`config.mk`:
```
export PLATFORM = sky130hd
export DESIGN_NAME = procesador_multiciclo
export DESIGN_NICKNAME = d
export VERILOG_FILES = /design/src/rtl/procesador_pkg.sv /design/src/rtl/banco_registros_p.sv /design/src/rtl/procesador_multiciclo.sv
export SDC_FILE = /design/constraint.sdc
export NUM_CORES = 2
export LEC_CHECK = 0
export CAP_MARGIN = 20
export CORE_ASPECT_RATIO = 0.5
export CORE_MARGIN = 3
export CORE_UTILIZATION = 52
export CTS_CLUSTER_SIZE = 24
export DETAILED_ROUTE_END_ITERATION = 12
export PLACE_DENSITY = 0.66
export SYNTH_ARGS = -nofsm -noshare
export SYNTH_HDL_FRONTEND = slang
export SYNTH_SLANG_ARGS = --single-unit
```
`constraint.sdc`:
```
create_clock -name clk -period 8.39 [get_ports clk]
set_input_delay 0.839 -clock clk [delete_from_list [all_inputs] [get_ports clk]]
set_output_delay 0.839 -clock clk [all_outputs]
set_load 0.02 [all_outputs]
```
`src/rtl/procesador_pkg.sv`:
```
// Shared encodings for the multicycle MIPS-subset core: FSM states, ALU ops,
// opcode/funct values and small decode helpers.
package procesador_pkg;

   typedef enum logic [2:0] {
      S_FETCH  = 3'd0,
      S_DECODE = 3'd1,
      S_EXEC   = 3'd2,
      S_MEM    = 3'd3,
      S_WB     = 3'd4,
      S_HALT   = 3'd5
   } state_e;

   typedef enum logic [2:0] {
      ALU_ADD = 3'd0,
      ALU_SUB = 3'd1,
      ALU_AND = 3'd2,
      ALU_OR  = 3'd3,
      ALU_SLT = 3'd4
   } alu_op_e;

   localparam logic [5:0] OP_RTYPE = 6'b000000;
   localparam logic [5:0] OP_LW    = 6'b100011;
   localparam logic [5:0] OP_SW    = 6'b101011;
   localparam logic [5:0] OP_BEQ   = 6'b000100;
   localparam logic [5:0] OP_ADDI  = 6'b001000;
   localparam logic [5:0] OP_J     = 6'b000010;
   localparam logic [5:0] OP_HALT  = 6'b111111;

   localparam logic [5:0] FN_ADD = 6'b100000;
   localparam logic [5:0] FN_SUB = 6'b100010;
   localparam logic [5:0] FN_AND = 6'b100100;
   localparam logic [5:0] FN_OR  = 6'b100101;
   localparam logic [5:0] FN_SLT = 6'b101010;

   function automatic logic funct_legal(input logic [5:0] funct);
      logic ok;
      ok = 1'b0;
      case (funct)
         FN_ADD, FN_SUB, FN_AND, FN_OR, FN_SLT: ok = 1'b1;
         default: ok = 1'b0;
      endcase
      return ok;
   endfunction

   function automatic logic instr_legal(input logic [31:0] instr);
      logic ok;
      ok = 1'b0;
      case (instr[31:26])
         OP_RTYPE: ok = funct_legal(instr[5:0]);
         OP_LW, OP_SW, OP_BEQ, OP_ADDI, OP_J, OP_HALT: ok = 1'b1;
         default: ok = 1'b0;
      endcase
      return ok;
   endfunction

   function automatic alu_op_e funct_to_alu(input logic [5:0] funct);
      alu_op_e op;
      op = ALU_ADD;
      case (funct)
         FN_SUB:  op = ALU_SUB;
         FN_AND:  op = ALU_AND;
         FN_OR:   op = ALU_OR;
         FN_SLT:  op = ALU_SLT;
         default: op = ALU_ADD;
      endcase
      return op;
   endfunction

endpackage

```
`src/rtl/banco_registros_p.sv`:
```
// General-purpose register file: two asynchronous read ports, one synchronous
// write port; entry 0 is never written so it always reads zero.
module banco_registros_p #(
   parameter int DATA_W = 32,
   parameter int NREG   = 32,
   parameter int IDX_W  = $clog2(NREG)
) (
   input  logic              clk,
   input  logic              reset,
   input  logic [IDX_W-1:0]  ra_addr_i,
   input  logic [IDX_W-1:0]  rb_addr_i,
   output logic [DATA_W-1:0] ra_data_o,
   output logic [DATA_W-1:0] rb_data_o,
   input  logic              we_i,
   input  logic [IDX_W-1:0]  waddr_i,
   input  logic [DATA_W-1:0] wdata_i
);

   logic [DATA_W-1:0] regs_q [NREG];
   logic [NREG-1:0]   wen;

   for (genvar gi = 0; gi < NREG; gi++) begin : g_wen
      assign wen[gi] = we_i && (waddr_i == IDX_W'(gi)) && (gi != 0);
   end

   always_ff @(posedge clk or negedge reset) begin
      if (!reset) begin
         for (int i = 0; i < NREG; i++) regs_q[i] <= '0;
      end else begin
         for (int i = 0; i < NREG; i++) begin
            if (wen[i]) regs_q[i] <= wdata_i;
         end
      end
   end

   assign ra_data_o = regs_q[ra_addr_i];
   assign rb_data_o = regs_q[rb_addr_i];

endmodule

```
`src/rtl/procesador_multiciclo.sv`:
```
// Multicycle MIPS-subset core: one FSM sequences fetch/decode/execute/memory/
// writeback over a shared ALU, with req/ready handshakes to external memories.
module procesador_multiciclo
   import procesador_pkg::*;
#(
   parameter int                DATA_W   = 32,
   parameter int                ADDR_W   = 32,
   parameter int                NREG     = 32,
   parameter logic [ADDR_W-1:0] RESET_PC = '0
) (
   input  logic              clk,
   input  logic              reset,
   output logic              imem_req,
   output logic [ADDR_W-1:0] imem_addr,
   input  logic [31:0]       imem_rdata,
   input  logic              imem_ready,
   output logic              dmem_re,
   output logic              dmem_we,
   output logic [ADDR_W-1:0] dmem_addr,
   output logic [DATA_W-1:0] dmem_wdata,
   input  logic [DATA_W-1:0] dmem_rdata,
   input  logic              dmem_ready,
   output logic              halted,
   output logic              illegal,
   output logic [ADDR_W-1:0] pc_dbg
);

   localparam int IDX_W = $clog2(NREG);

   state_e            state_q, state_d;
   logic [ADDR_W-1:0] pc_q, pc_d;
   logic [31:0]       ir_q, ir_d;
   logic [DATA_W-1:0] mdr_q, mdr_d;
   logic [DATA_W-1:0] aluout_q, aluout_d;
   logic [DATA_W-1:0] a_q, a_d;
   logic [DATA_W-1:0] b_q, b_d;
   logic              illegal_q, illegal_d;

   logic [5:0]        opcode;
   logic [IDX_W-1:0]  rs_idx, rt_idx, rd_idx;
   logic [DATA_W-1:0] imm_sext;
   logic [ADDR_W-1:0] br_target;
   logic [DATA_W-1:0] rf_rdata_a, rf_rdata_b;
   logic              rf_we;
   logic [IDX_W-1:0]  rf_waddr;
   logic [DATA_W-1:0] rf_wdata;
   alu_op_e           alu_op;
   logic [DATA_W-1:0] alu_b, alu_y;

   assign opcode    = ir_q[31:26];
   assign rs_idx    = ir_q[21 +: IDX_W];
   assign rt_idx    = ir_q[16 +: IDX_W];
   assign rd_idx    = ir_q[11 +: IDX_W];
   assign imm_sext  = DATA_W'($signed(ir_q[15:0]));
   // pc_q already points past the branch when DECODE computes the target
   assign br_target = pc_q + ADDR_W'($signed({ir_q[15:0], 2'b00}));

   banco_registros_p #(
      .DATA_W (DATA_W),
      .NREG   (NREG),
      .IDX_W  (IDX_W)
   ) u_banco (
      .clk       (clk),
      .reset     (reset),
      .ra_addr_i (rs_idx),
      .rb_addr_i (rt_idx),
      .ra_data_o (rf_rdata_a),
      .rb_data_o (rf_rdata_b),
      .we_i      (rf_we),
      .waddr_i   (rf_waddr),
      .wdata_i   (rf_wdata)
   );

   always_comb begin
      alu_op = (opcode == OP_RTYPE) ? funct_to_alu(ir_q[5:0]) : ALU_ADD;
      alu_b  = (opcode == OP_RTYPE) ? b_q : imm_sext;
      case (alu_op)
         ALU_ADD: alu_y = a_q + alu_b;
         ALU_SUB: alu_y = a_q - alu_b;
         ALU_AND: alu_y = a_q & alu_b;
         ALU_OR:  alu_y = a_q | alu_b;
         ALU_SLT: alu_y = {{(DATA_W-1){1'b0}}, ($signed(a_q) < $signed(alu_b))};
         default: alu_y = a_q + alu_b;
      endcase
   end

   always_ff @(posedge clk or negedge reset) begin
      if (!reset) state_q <= S_FETCH;
      else        state_q <= state_d;
   end

   always_comb begin
      state_d = state_q;
      case (state_q)
         S_FETCH:  if (imem_ready) state_d = S_DECODE;
         S_DECODE: begin
            if (!instr_legal(ir_q) || opcode == OP_HALT) state_d = S_HALT;
            else if (opcode == OP_J)                      state_d = S_FETCH;
            else                                          state_d = S_EXEC;
         end
         S_EXEC: begin
            case (opcode)
               OP_LW, OP_SW: state_d = S_MEM;
               OP_BEQ:       state_d = S_FETCH;
               default:      state_d = S_WB;
            endcase
         end
         S_MEM:    if (dmem_ready) state_d = (opcode == OP_LW) ? S_WB : S_FETCH;
         S_WB:     state_d = S_FETCH;
         S_HALT:   state_d = S_HALT;
         default:  state_d = S_FETCH;
      endcase
   end

   // Fetch request is masked while reset is held even though the state sits in FETCH
   always_comb begin
      imem_req = reset && (state_q == S_FETCH);
      dmem_re  = (state_q == S_MEM) && (opcode == OP_LW);
      dmem_we  = (state_q == S_MEM) && (opcode == OP_SW);
      halted   = (state_q == S_HALT);
      rf_we    = (state_q == S_WB);
      rf_waddr = (opcode == OP_RTYPE) ? rd_idx : rt_idx;
      rf_wdata = (opcode == OP_LW) ? mdr_q : aluout_q;
   end

   always_comb begin
      pc_d      = pc_q;
      ir_d      = ir_q;
      mdr_d     = mdr_q;
      aluout_d  = aluout_q;
      a_d       = a_q;
      b_d       = b_q;
      illegal_d = illegal_q;
      case (state_q)
         S_FETCH: begin
            if (imem_ready) begin
               ir_d = imem_rdata;
               pc_d = pc_q + ADDR_W'(4);
            end
         end
         S_DECODE: begin
            a_d       = rf_rdata_a;
            b_d       = rf_rdata_b;
            aluout_d  = DATA_W'(br_target);
            illegal_d = illegal_q | ~instr_legal(ir_q);
            if (opcode == OP_J) pc_d = {pc_q[ADDR_W-1:28], ir_q[25:0], 2'b00};
         end
         S_EXEC: begin
            if (opcode == OP_BEQ) begin
               if (a_q == b_q) pc_d = ADDR_W'(aluout_q);
            end else begin
               aluout_d = alu_y;
            end
         end
         S_MEM: begin
            if (dmem_ready && opcode == OP_LW) mdr_d = dmem_rdata;
         end
         default: ;
      endcase
   end

   always_ff @(posedge clk or negedge reset) begin
      if (!reset) begin
         pc_q      <= RESET_PC;
         ir_q      <= '0;
         mdr_q     <= '0;
         aluout_q  <= '0;
         a_q       <= '0;
         b_q       <= '0;
         illegal_q <= 1'b0;
      end else begin
         pc_q      <= pc_d;
         ir_q      <= ir_d;
         mdr_q     <= mdr_d;
         aluout_q  <= aluout_d;
         a_q       <= a_d;
         b_q       <= b_d;
         illegal_q <= illegal_d;
      end
   end

   assign imem_addr  = pc_q;
   assign dmem_addr  = ADDR_W'(aluout_q);
   assign dmem_wdata = b_q;
   assign illegal    = illegal_q;
   assign pc_dbg     = pc_q;

endmodule

```
After elaboration in Yosys (flattened, before gate mapping). Index checks and enable logic that the tools add are counted. W data, S select, Z words.

Register bits after elaboration: 1188. Input bits: 68. Output and inout bits: 133. Logic and storage cells: 192.

$add $sub $neg: 4. $lt $le $gt $ge: 3. Equality and inequality tests: 58. Muxes and demuxes: 29. Bitwise operators: 7. Reduce and logical (&&, ||, !) cells: 51.

Operator list (number): $bmux W32 S5 (2); $mux W32 (10); $pmux W32 S4 (1); $pmux W32 S3 (1); $eq A5 B5 Y1 const B (16); $add A32 B32 Y32 (2); $pmux W32 S2 (1); $eq A6 B6 Y1 const B (8); $eq A5 B4 Y1 const B (8); $logic_and A1 B1 Y1 (35); $add A32 B3 Y32 const B (1); $and A32 B32 Y32 (1); $eq A32 B32 Y1 (1); $lt A32 B32 Y1 (1); $or A32 B32 Y32 (1); $sub A32 B32 Y32 (1); $mux W28 (1); $eq A5 B3 Y1 const B (4); $mux W3 (5); $pmux W3 S5 (1); $eq A3 B2 Y1 const B (4); $ge A6 B6 Y1 const B (2); $ne A2 B2 Y1 const B (6); $not A5 Y6 (2); other kinds (26) (37).

Depth between registers and ports, before layout.
Depth after elaboration: 9. Mapped depth: 22. Depth with buffers taken out: 17.

By module. A second synthesis with hierarchy kept.

Cells, all modules: 5584. Area, all modules: 69240.2 sq um.

By module, submodules not included: banco_registros_p (times used 1, cells each 3639, area each 53199.8 sq um, seq. area each 24823.8 sq um); procesador_multiciclo (times used 1, cells each 1945, area each 16040.4 sq um, seq. area each 4904.7 sq um).

Least setup slack after synthesis. OpenSTA, ideal clock, no wires.

Path type: reg2reg. Start point: register ir_q[29]. End point: register aluout_q[28] (netlist: dmem_addr[28]). Setup time: 0.129 ns. Arrival time: 4.142 ns. Required time: 8.261 ns. Slack: 4.119 ns. Cell stages (with the launch flop): 20. Path buffers: 3. Period minus slack after synthesis: 4.271 ns. Cells stage by stage: dfrtp_1 > buf_2 > nor4_4 > and2_1 > buf_2 > buf_1 > a21o_1 > ha_1 > inv_1 > fa_1 > nor2b_1 > o211ai_2 > nand4bb_4 > a31oi_1 > o211ai_1 > a311o_1 > a221oi_2 > nand3_1 > a221oi_2 > a21oi_1.

Longest elaborated chain between the ends: 6. Elaborated cells between the ends (all ways): 17. Those cells by class: add/sub (2); eq/ne (6); mux (5); bitwise (2); reduce/logical (2).

Ends and longest elaborated chain: start, declared (RTL line procesador_multiciclo.sv:32) `logic [31:0] ir_q, ir_d;`; start signal, assigned (RTL line procesador_multiciclo.sv:173) `ir_q <= ir_d;`; $logic_not A6 Y1 (RTL line procesador_multiciclo.sv:75, procesador_multiciclo.sv:76); $mux W32 / $mux W3 (equally long branches) (RTL line procesador_multiciclo.sv:76, procesador_multiciclo.sv:75); $add A32 B32 Y32 (tied with other cells) (RTL line procesador_multiciclo.sv:78, procesador_multiciclo.sv:83); $pmux W32 S4 (RTL line procesador_multiciclo.sv:77) `case (alu_op)`; $mux W32 (RTL line procesador_multiciclo.sv:149) `if (opcode == OP_BEQ) begin`; $pmux W32 S2 (RTL line procesador_multiciclo.sv:134) `case (state_q)`; end signal, assigned (RTL line procesador_multiciclo.sv:175) `aluout_q <= aluout_d;`; end, declared (RTL line procesador_multiciclo.sv:34) `logic [DATA_W-1:0] aluout_q, aluout_d;`.

Several ways; a longest one is shown, not always the timed one. The select of a mux whose other input is x is not followed. A chain may end at the register's enable or synchronous reset.

Worst setup path in the final report. Ends and elaborated chain as after synthesis.

==> summary.md <==
| Metric | Value |
|---|---|
| Number of synthesized flops with an enable pin | `0` |
| CP Launch Type | `register` |
| Setup WS post-layout | `approximately 3.5 ns` |
| Min Tclk post-route | `4.92 ns` |
| YS warnings | `0` |
| Critical setup path kind | `register to register` |
| Power Density | `395 nW/um^2` |
| Via count | `around 52000` |
| Worst-Skew Late Latency | `0.75 ns` |
| Place WS | `about 3.5 ns` |
| CP Data Required Time | `approximately 9 ns` |
| Initial antenna violation count | `3` |
| Max Clock Skew | `~0.043 ns` |
| Sequential Power Share | `~34%` |
| First-pass GRT wire length | `around 340000 um` |
| Final wirelength | `about 230000 um` |
| Detailed Routing Iterations Pass 1 | `7` |
| R2R Setup Slk | `between 3 and 4 ns` |
| Static leakage | `roughly 32 nW` |
| Final Hold Viols | `0` |
| # setup viols final | `0` |
| Wire per inst | `between 20 and 30 um` |
| Vias per cell | `approximately 6.6` |
| Max stage delay cell, worst path | `dfrtp_1` |
| Most frequent cells in the layout | `1178 x dfrtp_1, 759 x nand2_1, 708 x o21ai_0, 641 x nor2_1, 626 x a21oi_1` |
| Synth Net Count | `6408` |
| Worst r2r dst | `dmem_addr[28]$_DFFE_PN0P_` |
| Cell variety after synth | `91` |
| Largest net degree at the start of global routing | `approximately 180` |
| Port buffer count | `200` |
| Worst-Margin Slew | `around 1.2 ns` |
| Drc violations | `0` |
| Vias in the first global route | `slightly above 50000` |
| Cts hold-fix bufs | `0` |
| HP Class | `input port to asynchronous set/reset pin` |
| Die Width | `around 510 um` |
| Worst path cell trace | `nor4_4 -> and2_1 -> buf_4 -> a21o_1 -> ha_1 -> inv_1 -> fa_1 -> nor2b_1 -> o211ai_2 -> nand4bb_4 -> a31oi_1 -> o211ai_1 -> a311o_1 -> a221oi_2 -> nand3_1 -> a221oi_2 -> a21oi_1` |
| H-tree levels | `3` |
| Main combinational cell family by area after synthesis | `multiplexers` |
| Async set-reset flop share out of synthesis | `between 90% and 100%` |
| Syn Inst Count | `~6200` |
| Die ar. | `approximately 130000 um^2` |
| RSZ-0062 raised after global routing | `false` |
| Mux share of post-synthesis cell area | `a little under a quarter` |
| CTS Buffer Depth | `3` |
| Most used DFF post-synth | `dfrtp_1` |
| Worst R2R Start | `ir_q[29]$_DFFE_PN0P_` |
| Area share of and/or/nand/nor cells after synthesis | `about a tenth` |
| Compound-Gate Fraction of Synth Area | `between 10% and 20%` |
| Fin Hold WS | `0.0557 ns` |
| Num CTS Buffers | `~110` |
| Row count | `92` |
| Sequential share of the synthesized area | `~45%` |
| Switching portion of total power | `~42%` |
| Crit Path Max Fanout | `38` |
| # IOs | `around 200` |
| Core area | `roughly 130000 um^2` |
| Post-synthesis xor/xnor area fraction | `1.12%` |
| Post-CTS Resized | `0` |
| Max Slew Vio Count | `0` |
| Clock transition at path regs | `roughly 0.060 ns` |
| Fmax achieved | `203 MHz` |
| Synthesized area per cell | `10.7 um^2` |
| Layout cells sized above 1 | `18.4%` |
| Commonest non-fill, non-tap cell in the layout | `dfrtp_1` |
| CTS sink cnt | `between 1000 and 1500` |
| CTS Root Cell | `clkbuf_16` |
| RePlAce Congestion | `between 0.9 and 1` |
| Final nets | `6266` |
| R2R depth | `17` |
| Detailed placement HPWL | `between 100000 and 150000 um` |
| Power share of the clock group | `roughly a fifth` |
| Post-Syn Area | `about 67000 um^2` |
| Crit path largest cell delay | `0.50 ns` |
| Peak supply drop | `roughly 0.26 mV` |
| CTS tree | `yes` |
| Rel. slew slack | `between 15 and 20%` |
| Post-Route Setup TNS | `0 ns` |
| Worst setup path endpoint | `dmem_addr[28]$_DFFE_PN0P_` |
| Switching power | `0.0123 W` |
| Yosys reg bits | `approximately 1200` |
| Adder-Cell Fraction of Synth Area | `2.48%` |
| Crit path arrival time | `between 5 and 6 ns` |
| Fin crit share | `around three fifths` |
| Combinational share of power | `between 40% and 50%` |
| Die height | `about 260 um` |
| Post-CTS setup buffers | `0` |
| Initial core utilization | `between 50% and 60%` |
| CP endpoint kind | `register` |
| Initial DRC count | `6911` |
| # fillers | `slightly above 10000` |
| Post-route ant nets | `0` |
| Max cap viols | `0` |
| Area Overhead vs Synth | `10.5%` |
| Critical path's most frequent cell | `a221oi_2` |
| Gr usage total | `34.3%` |
| Setup crit start | `ir_q[29]$_DFFE_PN0P_` |
| Int Pwr | `around 0.017 W` |
| GR Overflow Total | `0` |
| Run status | `finished, final reports clean` |
-- power by group through the flow --
stage	Clock, W	Sequential, W	Combinational, W
6_report	0.00550	0.00979	0.0138
5_1_grt	0.00577	0.0100	0.0148
4_1_cts	0.00554	0.00970	0.0136
3_5_place_dp	0	0.00980	0.0136
3_3_place_gp	0	0.00959	0.0133
2_1_floorplan	0	0.00892	0.00984
-- area by class of cell --
class	instances	area, um^2	share of cell area, %
antenna	1	2.50	0.00340
clock buffer	160	3260	4.43
clock inverter	40	666	0.905
inverter	113	427	0.580
multi-input combinational	4331	34200	46.5
sequential	1188	29800	40.5
tap	1692	2120	2.88
timing repair buffer	325	3090	4.20
-- kinds of logic after synthesis --
kind of cell               Yosys count
muxes                              797
AOI/OAI and AO/OA                 1674
adders and majority gates          130
xor gates and xnor gates            85
buffers and inverters              691
DFF                               1188
and+or+nand+nor                   1645
-- state kept, by name, summed over array words and instances, names as in the netlist --
register	cells
imem_addr	32
mdr_q	32
illegal	1
dmem_addr	32
ir_q	32
dmem_wdata	32
state_q	3
u_banco.regs_q	992
a_q	32
-- per-stage QoR --
stage	power, W	utilization, %	instances	area (um^2)
CTS	0.0289	58.1	7848	73500
global placement	0.0229	55.0	7648	69600
global route	0.0306	58.1	7849	73600
detailed placement	0.0234	55.0	7648	69600
finish	0.0291	58.1	7850	73600
floorplan	0.0188	-	6210	66600
-- worst min-delay path by stage --
stage	start	endpoint	slack (ns)
2_1_floorplan	u_banco.regs_q[160]$_DFFE_PN0P_	u_banco.regs_q[160]$_DFFE_PN0P_	0.46
3_3_place_gp	illegal$_DFFE_PN0P_	illegal$_DFFE_PN0P_	0.46
3_5_place_dp	illegal$_DFFE_PN0P_	illegal$_DFFE_PN0P_	0.45
4_1_cts	reset	imem_addr[29]$_DFFE_PN0P_	0.06
5_1_grt	reset	imem_addr[29]$_DFFE_PN0P_	0.08
6_report	reset	imem_addr[29]$_DFFE_PN0P_	0.06
-- worst max-delay path, delay by kind of cell (launching register included) --
family                   cells  cell delay [ns]
AO/OA/AOI/OAI                8             2.11
buffers and inverters        2             0.51
adder cells (fa/ha/maj)      2             0.62
AND/OR/NAND/NOR              5             1.03
flip-flops                   1             0.50
-- routing by layer --
metal  routed length, um  vias to the layer above  track usage (%)  share of wire [%]
met5                  18                        -                0             0.0079
met4                8020                        2             11.5                3.5
met3               28000                      494             10.6                 12
met2               98800                     2835             50.4                 43
met1               93300                    26400             48.7                 41
li1                    -                    22200                -                  -
-- synth_stat cells (14+ instances only) --
cell / instances / area [um^2]
and3_1: 27 / 169
nor4_1: 20 / 125
nand2_1: 775 / 2910
buf_2: 138 / 691
a221oi_1: 24 / 210
nor2_1: 644 / 2420
a22o_1: 42 / 368
nand3_1: 40 / 200
mux4_2: 576 / 13000
xor2_1: 50 / 438
inv_1: 113 / 424
dfrtp_1: 1188 / 29700
a21o_1: 56 / 420
mux2i_1: 98 / 981
buf_4: 32 / 240
clkbuf_1: 355 / 1330
o21ai_0: 709 / 3550
o211ai_1: 23 / 173
xnor2_1: 35 / 307
nand4_1: 15 / 93.8
nand2b_1: 14 / 87.6
a211oi_1: 19 / 143
nor2b_1: 14 / 87.6
mux2_2: 123 / 1390
ha_1: 127 / 1590
a31oi_1: 21 / 131
a21oi_1: 627 / 3140
nor3_1: 34 / 170
buf_1: 53 / 199
Note: power is estimated with default switching activity, not from simulation.
